===== src/rtl/mem_arb_pkg.sv =====
// Shared types and default sizing for the memory arbiter.
// Imported by the interface, the round-robin picker and the top.
package mem_arb_pkg;

    typedef enum logic [1:0] {
        IDLE  = 2'd0,
        ISSUE = 2'd1,
        WAIT  = 2'd2,
        RESP  = 2'd3
    } state_e;

    localparam int NREQ_DEF = 4;
    localparam int AW_DEF   = 16;
    localparam int DW_DEF   = 32;
    localparam int TMO_DEF  = 255;

endpackage


===== src/rtl/mem_arb_if.sv =====
// Requester-side and memory-side bus of the arbiter.
// slave = arbiter view, master = requesters/BFM view.
interface mem_arb_if
    import mem_arb_pkg::*;
#(
    parameter int NREQ = NREQ_DEF,
    parameter int AW   = AW_DEF,
    parameter int DW   = DW_DEF
) ();

    logic [NREQ-1:0]    req_valid;
    logic [NREQ-1:0]    req_we;
    logic [NREQ*AW-1:0] req_addr;
    logic [NREQ*DW-1:0] req_wdata;
    logic [NREQ-1:0]    req_ready;
    logic [NREQ-1:0]    rsp_valid;
    logic               rsp_err;
    logic [DW-1:0]      rsp_rdata;

    logic               mem_valid;
    logic               mem_we;
    logic [AW-1:0]      mem_addr;
    logic [DW-1:0]      mem_wdata;
    logic               mem_ready;
    logic               mem_rvalid;
    logic [DW-1:0]      mem_rdata;

    modport slave (
        input  req_valid, req_we, req_addr, req_wdata,
        input  mem_ready, mem_rvalid, mem_rdata,
        output req_ready, rsp_valid, rsp_err, rsp_rdata,
        output mem_valid, mem_we, mem_addr, mem_wdata
    );

    modport master (
        output req_valid, req_we, req_addr, req_wdata,
        output mem_ready, mem_rvalid, mem_rdata,
        input  req_ready, rsp_valid, rsp_err, rsp_rdata,
        input  mem_valid, mem_we, mem_addr, mem_wdata
    );

endinterface


===== src/rtl/mem_arb_rr_pick.sv =====
// Combinational round-robin picker: searches upward from last+1
// with wrap and returns the first requester found.
module rr_pick
    import mem_arb_pkg::*;
#(
    parameter int NREQ = NREQ_DEF
) (
    input  logic [NREQ-1:0]         req_i,
    input  logic [$clog2(NREQ)-1:0] last_i,
    output logic [NREQ-1:0]         gnt_o,
    output logic [$clog2(NREQ)-1:0] idx_o,
    output logic                    any_o
);

    localparam int IW = $clog2(NREQ);

    int   j;
    logic found;

    always_comb begin
        gnt_o = '0;
        idx_o = '0;
        found = 1'b0;
        j     = 0;
        for (int k = 1; k <= NREQ; k++) begin
            j = int'(last_i) + k;
            if (j >= NREQ) j = j - NREQ;
            if (!found && req_i[j]) begin
                found    = 1'b1;
                gnt_o[j] = 1'b1;
                idx_o    = IW'(j);
            end
        end
    end

    assign any_o = |req_i;

endmodule


===== src/rtl/mem_arb.sv =====
// N-way arbiter sharing one memory BFM, one transaction in flight.
// Reads time out after TMO wait cycles and return err with zero data.
module mem_arb
    import mem_arb_pkg::*;
#(
    parameter int NREQ = NREQ_DEF,
    parameter int AW   = AW_DEF,
    parameter int DW   = DW_DEF,
    parameter int TMO  = TMO_DEF
) (
    input logic      clk,
    input logic      rst_n,
    mem_arb_if.slave bus
);

    localparam int         IW    = $clog2(NREQ);
    localparam logic [7:0] TMO_C = 8'(TMO);

    state_e          state_q, state_d;
    logic [IW-1:0]   gnt_q, gnt_d;
    logic [IW-1:0]   last_q, last_d;
    logic            we_q, we_d;
    logic [AW-1:0]   addr_q, addr_d;
    logic [DW-1:0]   wdata_q, wdata_d;
    logic [7:0]      cnt_q, cnt_d;
    logic [DW-1:0]   rdata_q, rdata_d;
    logic            err_q, err_d;

    logic [NREQ-1:0] pick_gnt;
    logic [IW-1:0]   pick_idx;
    logic            pick_any;

    rr_pick #(.NREQ(NREQ)) u_pick (
        .req_i  (bus.req_valid),
        .last_i (last_q),
        .gnt_o  (pick_gnt),
        .idx_o  (pick_idx),
        .any_o  (pick_any)
    );

    always_ff @(posedge clk or negedge rst_n) begin
        if (!rst_n) begin
            state_q <= IDLE;
            gnt_q   <= '0;
            last_q  <= IW'(NREQ - 1);
            we_q    <= 1'b0;
            addr_q  <= '0;
            wdata_q <= '0;
            cnt_q   <= '0;
            rdata_q <= '0;
            err_q   <= 1'b0;
        end else begin
            state_q <= state_d;
            gnt_q   <= gnt_d;
            last_q  <= last_d;
            we_q    <= we_d;
            addr_q  <= addr_d;
            wdata_q <= wdata_d;
            cnt_q   <= cnt_d;
            rdata_q <= rdata_d;
            err_q   <= err_d;
        end
    end

    always_comb begin
        state_d = state_q;
        gnt_d   = gnt_q;
        last_d  = last_q;
        we_d    = we_q;
        addr_d  = addr_q;
        wdata_d = wdata_q;
        cnt_d   = '0;
        rdata_d = rdata_q;
        err_d   = err_q;
        unique case (state_q)
            IDLE: begin
                if (pick_any) begin
                    gnt_d   = pick_idx;
                    we_d    = bus.req_we[pick_idx];
                    addr_d  = bus.req_addr[int'(pick_idx)*AW +: AW];
                    wdata_d = bus.req_wdata[int'(pick_idx)*DW +: DW];
                    rdata_d = '0;
                    err_d   = 1'b0;
                    state_d = ISSUE;
                end
            end
            ISSUE: begin
                if (bus.mem_ready) begin
                    state_d = we_q ? RESP : WAIT;
                end
            end
            WAIT: begin
                // Return data wins over a coincident timeout
                if (bus.mem_rvalid) begin
                    rdata_d = bus.mem_rdata;
                    err_d   = 1'b0;
                    state_d = RESP;
                end else begin
                    cnt_d = cnt_q + 8'd1;
                    if (cnt_q + 8'd1 == TMO_C) begin
                        rdata_d = '0;
                        err_d   = 1'b1;
                        state_d = RESP;
                    end
                end
            end
            RESP: begin
                last_d  = gnt_q;
                state_d = IDLE;
            end
            default: state_d = IDLE;
        endcase
    end

    assign bus.req_ready = (rst_n && state_q == IDLE) ? pick_gnt : '0;
    assign bus.rsp_valid = (state_q == RESP) ? (NREQ'(1) << gnt_q) : '0;
    assign bus.rsp_err   = err_q;
    assign bus.rsp_rdata = rdata_q;
    assign bus.mem_valid = (state_q == ISSUE);
    assign bus.mem_we    = we_q;
    assign bus.mem_addr  = addr_q;
    assign bus.mem_wdata = wdata_q;

endmodule


===== src/flat_wrapper.sv =====
// flat-port wrapper written by rule: the top's interface ports become plain ports
module mem_arb_flat import mem_arb_pkg::*;
#(
    parameter int NREQ = NREQ_DEF,
    parameter int AW   = AW_DEF,
    parameter int DW   = DW_DEF,
    parameter int TMO  = TMO_DEF
)
  (clk, rst_n, bus_req_valid, bus_req_we, bus_req_addr, bus_req_wdata, bus_mem_ready, bus_mem_rvalid, bus_mem_rdata, bus_req_ready, bus_rsp_valid, bus_rsp_err, bus_rsp_rdata, bus_mem_valid, bus_mem_we, bus_mem_addr, bus_mem_wdata);
  mem_arb_if #(.NREQ(NREQ), .AW(AW), .DW(DW)) bus_i ();
  input logic clk;
  input logic rst_n;
  input wire logic [$bits(bus_i.req_valid)-1:0] bus_req_valid;
  input wire logic [$bits(bus_i.req_we)-1:0] bus_req_we;
  input wire logic [$bits(bus_i.req_addr)-1:0] bus_req_addr;
  input wire logic [$bits(bus_i.req_wdata)-1:0] bus_req_wdata;
  input wire logic [$bits(bus_i.mem_ready)-1:0] bus_mem_ready;
  input wire logic [$bits(bus_i.mem_rvalid)-1:0] bus_mem_rvalid;
  input wire logic [$bits(bus_i.mem_rdata)-1:0] bus_mem_rdata;
  output wire logic [$bits(bus_i.req_ready)-1:0] bus_req_ready;
  output wire logic [$bits(bus_i.rsp_valid)-1:0] bus_rsp_valid;
  output wire logic [$bits(bus_i.rsp_err)-1:0] bus_rsp_err;
  output wire logic [$bits(bus_i.rsp_rdata)-1:0] bus_rsp_rdata;
  output wire logic [$bits(bus_i.mem_valid)-1:0] bus_mem_valid;
  output wire logic [$bits(bus_i.mem_we)-1:0] bus_mem_we;
  output wire logic [$bits(bus_i.mem_addr)-1:0] bus_mem_addr;
  output wire logic [$bits(bus_i.mem_wdata)-1:0] bus_mem_wdata;
  assign bus_i.req_valid = bus_req_valid;
  assign bus_i.req_we = bus_req_we;
  assign bus_i.req_addr = bus_req_addr;
  assign bus_i.req_wdata = bus_req_wdata;
  assign bus_i.mem_ready = bus_mem_ready;
  assign bus_i.mem_rvalid = bus_mem_rvalid;
  assign bus_i.mem_rdata = bus_mem_rdata;
  assign bus_req_ready = bus_i.req_ready;
  assign bus_rsp_valid = bus_i.rsp_valid;
  assign bus_rsp_err = bus_i.rsp_err;
  assign bus_rsp_rdata = bus_i.rsp_rdata;
  assign bus_mem_valid = bus_i.mem_valid;
  assign bus_mem_we = bus_i.mem_we;
  assign bus_mem_addr = bus_i.mem_addr;
  assign bus_mem_wdata = bus_i.mem_wdata;
  mem_arb #(.NREQ(NREQ), .AW(AW), .DW(DW), .TMO(TMO)) u_core (.clk(clk), .rst_n(rst_n), .bus(bus_i));
endmodule

===== config.mk =====
export PLATFORM = sky130hd
export DESIGN_NAME = mem_arb_flat
export DESIGN_NICKNAME = d
export VERILOG_FILES = /design/src/rtl/mem_arb_pkg.sv /design/src/rtl/mem_arb_if.sv /design/src/rtl/mem_arb_rr_pick.sv /design/src/rtl/mem_arb.sv /design/src/flat_wrapper.sv
export SDC_FILE = /design/constraint.sdc
export NUM_CORES = 1
export LEC_CHECK = 0
export ABC_AREA = 1
export CAP_MARGIN = 20
export CORE_MARGIN = 10
export CORE_UTILIZATION = 37
export CTS_BUF_LIST = sky130_fd_sc_hd__clkbuf_16
export CTS_CLUSTER_DIAMETER = 50
export DETAILED_ROUTE_END_ITERATION = 10
export HOLD_SLACK_MARGIN = 0.06
export PLACE_DENSITY = 0.78
export SYNTH_ARGS = -nofsm -noshare
export SYNTH_HDL_FRONTEND = slang
export SYNTH_SLANG_ARGS = --single-unit

===== constraint.sdc =====
create_clock -name clk -period 2.2 [get_ports clk]
set_input_delay 0.33 -clock clk [delete_from_list [all_inputs] [get_ports clk]]
set_output_delay 0.33 -clock clk [all_outputs]
set_load 0.01 [all_outputs]

# Yosys cells after proc, flatten, opt, wreduce, memory -nomap -nowiden
# Cells that the tools add are included.
[totals] reg_bits=96 in_bits=236
[op_classes] addsub=9 order_cmp=13 eq_ne=7 shifts=3 muxes=55 bitwise_logic=3 n_reduce_logical=17
[op_table] operator="$mux W32" n=7
[op_table] operator="$ge A32 B1 Y1 const B" n=4
[op_table] operator="$lt A32 B4 Y1 const B" n=4
[op_table] operator="$shiftx A128 B8 Y32" n=1
[op_table] operator="$pmux W32 S2" n=1
[op_table] operator="$shiftx A64 B7 Y16" n=1
[op_table] operator="$ge A32 B4 Y1 const B" n=1
[op_table] operator="$sub A32 B4 Y32 const B" n=1
[op_table] operator="$mux W4" n=6
[op_table] operator="$mux W1" n=20
[op_table] operator="$mux W2" n=8
[op_table] operator="$mux W8" n=2
[op_table] operator="$or A4 B4 Y4" n=3
[op_table] operator="$bmux W1 S2" n=5
[op_table] operator="$add A8 B1 Y8 const B" n=1
[op_table] operator="$demux W1 S2" n=4
[op_table] operator="$eq A8 B8 Y1 const B" n=1
[op_table] operator="$logic_and A1 B1 Y1" n=8
[op_table] operator="$pmux W2 S4" n=1
[op_table] operator="$sub A3 B3 Y4 const B" n=2
[op_table] operator="$add A2 B2 Y3 const B" n=2
[op_table] operator="$ge A3 B3 Y1 const B" n=2
[op_table] operator="$reduce_and A3 Y1" n=2
[op_table] operator="$sub A4 B3 Y5 const B" n=1
[op_table] operator="16 further kinds" n=19

# Longest topological paths before layout
[depth] ltp_word=18 mapped_depth=17 mapped_depth_nobuf=14

# Cells and area by module
# From an unflattened synthesis, not the netlist that was laid out.
[unflattened] cells_unflattened=828 hier_area_um2=5989.5
[modules_own_cells] module="mem_arb" instances=1 cells_each=742 area_each_um2=5459.0
[modules_own_cells] module="rr_pick" instances=1 cells_each=86 area_each_um2=530.5

# Worst setup path after synthesis
# OpenSTA, ideal clock, no wires.
[synth_timing] path_type="reg-to-output" startpoint="register u_core.last_q[0]" endpoint="output port bus_req_ready[0]" arrival_ps=2056 required_time_ps=1870 slack_ps=-186 stages_incl_launch_ff=13 path_buffers=1 path_cell_list="dfstp_2 > buf_6 > inv_4 > ha_1 > inv_1 > nand3_2 > nand2_4 > nor2_4 > nand3_1 > inv_1 > nand2_1 > a31o_2 > inv_1"
[synth_between] elab_chain_cells=17
[synth_lines] element="start, declared" line="mem_arb.sv:21" source="logic [IW-1:0] last_q, last_d;"
[synth_lines] element="start signal, assigned" line="mem_arb.sv:45" source="last_q <= IW'(NREQ - 1);"
[synth_lines] element="start signal, assigned" line="mem_arb.sv:55" source="last_q <= last_d;"
[synth_lines] element="branches (longest 15 deep; another with $sub A32 B4 Y32)"
[synth_lines] element="$mux W4 (*)" line="mem_arb_rr_pick.sv:28" source="if (!found && req_i[j]) begin"
[synth_lines] element="$mux W4 (*)" line="mem_arb.sv:115" source="assign bus.req_ready = (rst_n && state_q == IDLE) ? pick_gnt : '0;"
[synth_lines] element="end, declared" line="flat_wrapper.sv:20" source="output wire logic [$bits(bus_i.req_ready)-1:0] bus_req_ready;"
# Mark *: on every way between the ends. The select of a mux whose other input is x is not followed.

# Worst setup path in the final report
[layout_timing] startpoint="register u_core.last_q[0]" endpoint="output port bus_req_ready[1]"
# Same word-level chain as after synthesis.

==> impl_metrics.yaml <==
clock_network:
  clock_latency_ns: 0.36
  cts_made_buffers: 9
  cts_tree: "done"
  cts.sinks: 96
  path_clk_slew_ns: 0.07
  htreeDepth: 3
  clockBufferDepth: 2
  hold_buffers: 0
  root_buffer: "clkbuf_16"
setup_path:
  path_max_fanout: 6
  reg2reg_depth: 16
  start_kind: "register"
  required_ns: 1.87
  crit_chain: "inv_6 -> ha_4 -> inv_4 -> nand3_4 -> nand2_4 -> buf_12 -> buf_4 -> a22oi_2 -> a31o_2 -> inv_2 -> buf_6"
  max_stage_delay_ns: 0.58
  arrival_ns: 2.19
  crit_slowest_cell: "dfstp_2"
  worstSetupEndpointType: "output port"
  crit_type: "register to output port"
final_layout:
  area_growth_pct: 85.0
  drive_gt1_frac: 0.183
  utilization: 0.699
  fin_nets: 1524
  final_cells: 1501
  stdcell_area_um2: 11600
placed_design:
  pre_cts_ws_ns: -0.501
  dpl_cell_area_um2: 10100
  place_inst: 1449
  io_buffers: 326
  gp_congestion: 0.843
  hpwl_um: 19500
die:
  die_area_um2: 22500
  die_w_um: 150
  rows: 47
  core_area_um2: 16600
  io_pins: 327
  start_util: 0.378
  die_h_um: 150
sta:
  setup-violations-final: 54
  period_share: 1.14
  clock.fmax_mhz: 397
  final_max_slew_viol_count: 0
  worstMarginPinSlew_ns: 0.747
  finalWorstSetupSlack_ns: -0.318
  fin_crit_ns: 2.52
  grt_setup_unrepaired: "true"
  skew_ns: 0.0136
  setup_tns_ns: -13.37
  hold_viol_final: 0
  max_slew_margin: 0.502
  worst_hold_slack_ns: 0.139
global_routing:
  grt_overflow: 0
  grt.total_usage: 0.232
  antenna_found_initial: 1
  grt_pass1_wl_um: 41300
  grt_pass1_vias: 7499
  grt_max_degree: 59
synth:
  synth_cell_types: 33
  ys.flop_type: "dfrtp_1"
  synth_edf_count: 0
  synth.most_common_cell: "nand2_1"
  synth_area_per_cell_um2: 6.77
  synth_common_cells: "308 x nand2_1, 291 x nand3_1, 94 x dfrtp_1, 57 x inv_1, 51 x nor2_1"
  synth_area_um2: 6270
  synthCells: 926
  synth-seq-cells: 96
  syn_nets: 1177
  synth_top_cell_area_share: 0.375
  synth.top_cells.by_area: "dfrtp_1 38%, nand3_1 23%, nand2_1 18%"
  yosysWarningCount: 0
  yosysSeqAreaShare: 0.384
  ys_async_sr_fraction: 1.00
  yosys.area.top_type: "dfrtp_1"
routing:
  drcViolationCount: 0
  num_vias: 7749
  drt-vias-per-instance: 5.16
  wire_per_inst_um: 19.6
  wirelength_um: 29400
  drt-initial-drc-count: 469
  first_pass_iters: 5
  ant_nets: 0
outcome:
  status: "finished, violations left"
  violations: "negative setup slack"
run:
  drv_cap: 0
worst_hold_path:
  hp-class: "input port to async pin"
power_and_ir_drop:
  p_per_area_nw_per_um2: 1890
  p_leak_nw: 5.51
  p_total_mw: 21.9
  irDropWorstVdd_mv: 1.21
report_power, final:
part | switching, mW | total [mW] | internal [mW] | leakage (nW)
Combinational | 8.93 | 17.1 | 8.18 | 4.11
Sequential | 0.447 | 3.00 | 2.56 | 1.23
Clock | 0.755 | 1.76 | 1.01 | 0.161
final timing paths:
kind	end	slack, ns	startpoint
setup reg to reg	u_core.bus.mem_wdata[24]$_DFFE_PN0P_	-0.31	u_core.last_q[0]$_DFFE_PN1P_
hold / removal	u_core.bus.rsp_rdata[25]$_DFFE_PN0P_	0.14	rst_n
min in group clk	u_core.bus.rsp_rdata[8]$_DFFE_PN0P_	0.47	u_core.bus.rsp_rdata[8]$_DFFE_PN0P_
setup / recovery	bus_req_ready[1]	-0.32	u_core.last_q[0]$_DFFE_PN1P_
hold reg to reg	u_core.bus.rsp_rdata[8]$_DFFE_PN0P_	0.47	u_core.bus.rsp_rdata[8]$_DFFE_PN0P_
max in group asynchronous	u_core.bus.mem_wdata[10]$_DFFE_PN0P_	1.00	rst_n
registers in the layout (all words and copies together) (netlist names):
name / count
u_core.bus.mem_wdata: 32
u_core.bus.rsp_rdata: 32
u_core.bus.mem_we: 1
u_core.state_q: 2
u_core.last_q: 2
u_core.bus.rsp_err: 1
u_core.gnt_q: 2
u_core.bus.mem_addr: 16
u_core.cnt_q: 8
critical path, delay by kind of cell, from the launching register on:
family          cells  cell delay [ns]
buf+inv             6             0.50
compound gates      2             0.33
fa+ha+maj           1             0.29
simple gates        2             0.14
flops               1             0.58
cells in the final DEF, fill, tap and decap left out, drive strengths merged:
cell type      netlist  routed
clkdlybuf4s50        0     319
nand2              315     316
nand3              293     293
dfrtp               94      94
buf                 40      67
inv                 60      64
nor2                53      53
clkbuf              23      18
ha                  15      15
o21ai                8       8
xor2                 5       5
nand4                4       4
diode                0       3
a22oi                3       3
a31o                 3       3
bufinv               0       2
dfstp                2       2
a21oi                2       2
clkinv               1       2
nand3b               1       1
nor3                 1       1
xnor2                1       1
a21boi               1       1
nor4                 1       1
bufbuf               0       1
dlymetal6s2s         0       1
dlygate4sd2          0       1
what timing repair did:
action                                  CTS  global route
endpoints found under the setup margin   54            58
pin swaps                                18            53
gates resized for setup                  52           104
buffers inserted                          6             7
cloned                                   10            11
metal layers:
metal	vias to the layer above	wire, um	track usage
met5	-	0	0
met4	0	720	0.0797
met3	50	2950	0.0789
met2	373	14700	0.399
met1	3603	11000	0.263
li1	3723	-	-
final cells by class:
type                       count  area [um2]
multi-input combinational    707        3900
fill                        1307        4990
sequential                    96        2400
antenna                        3        7.51
clock inverter                 7         100
tap                          220         275
inverter                      61         236
timing repair buffer         398        4440
clock buffer                   9         225
logic make-up after synthesis:
| kind of cell | synth area share |
|---|---|
| AOI/OAI and AO/OA | 0.0176 |
| DFF | 0.384 |
| and+or+nand+nor | 0.473 |
| adders and majority gates | 0.0300 |
| buffers and inverters | 0.0873 |
| xor gates and xnor gates | 0.00839 |
Power figures use the tool's default switching activity.
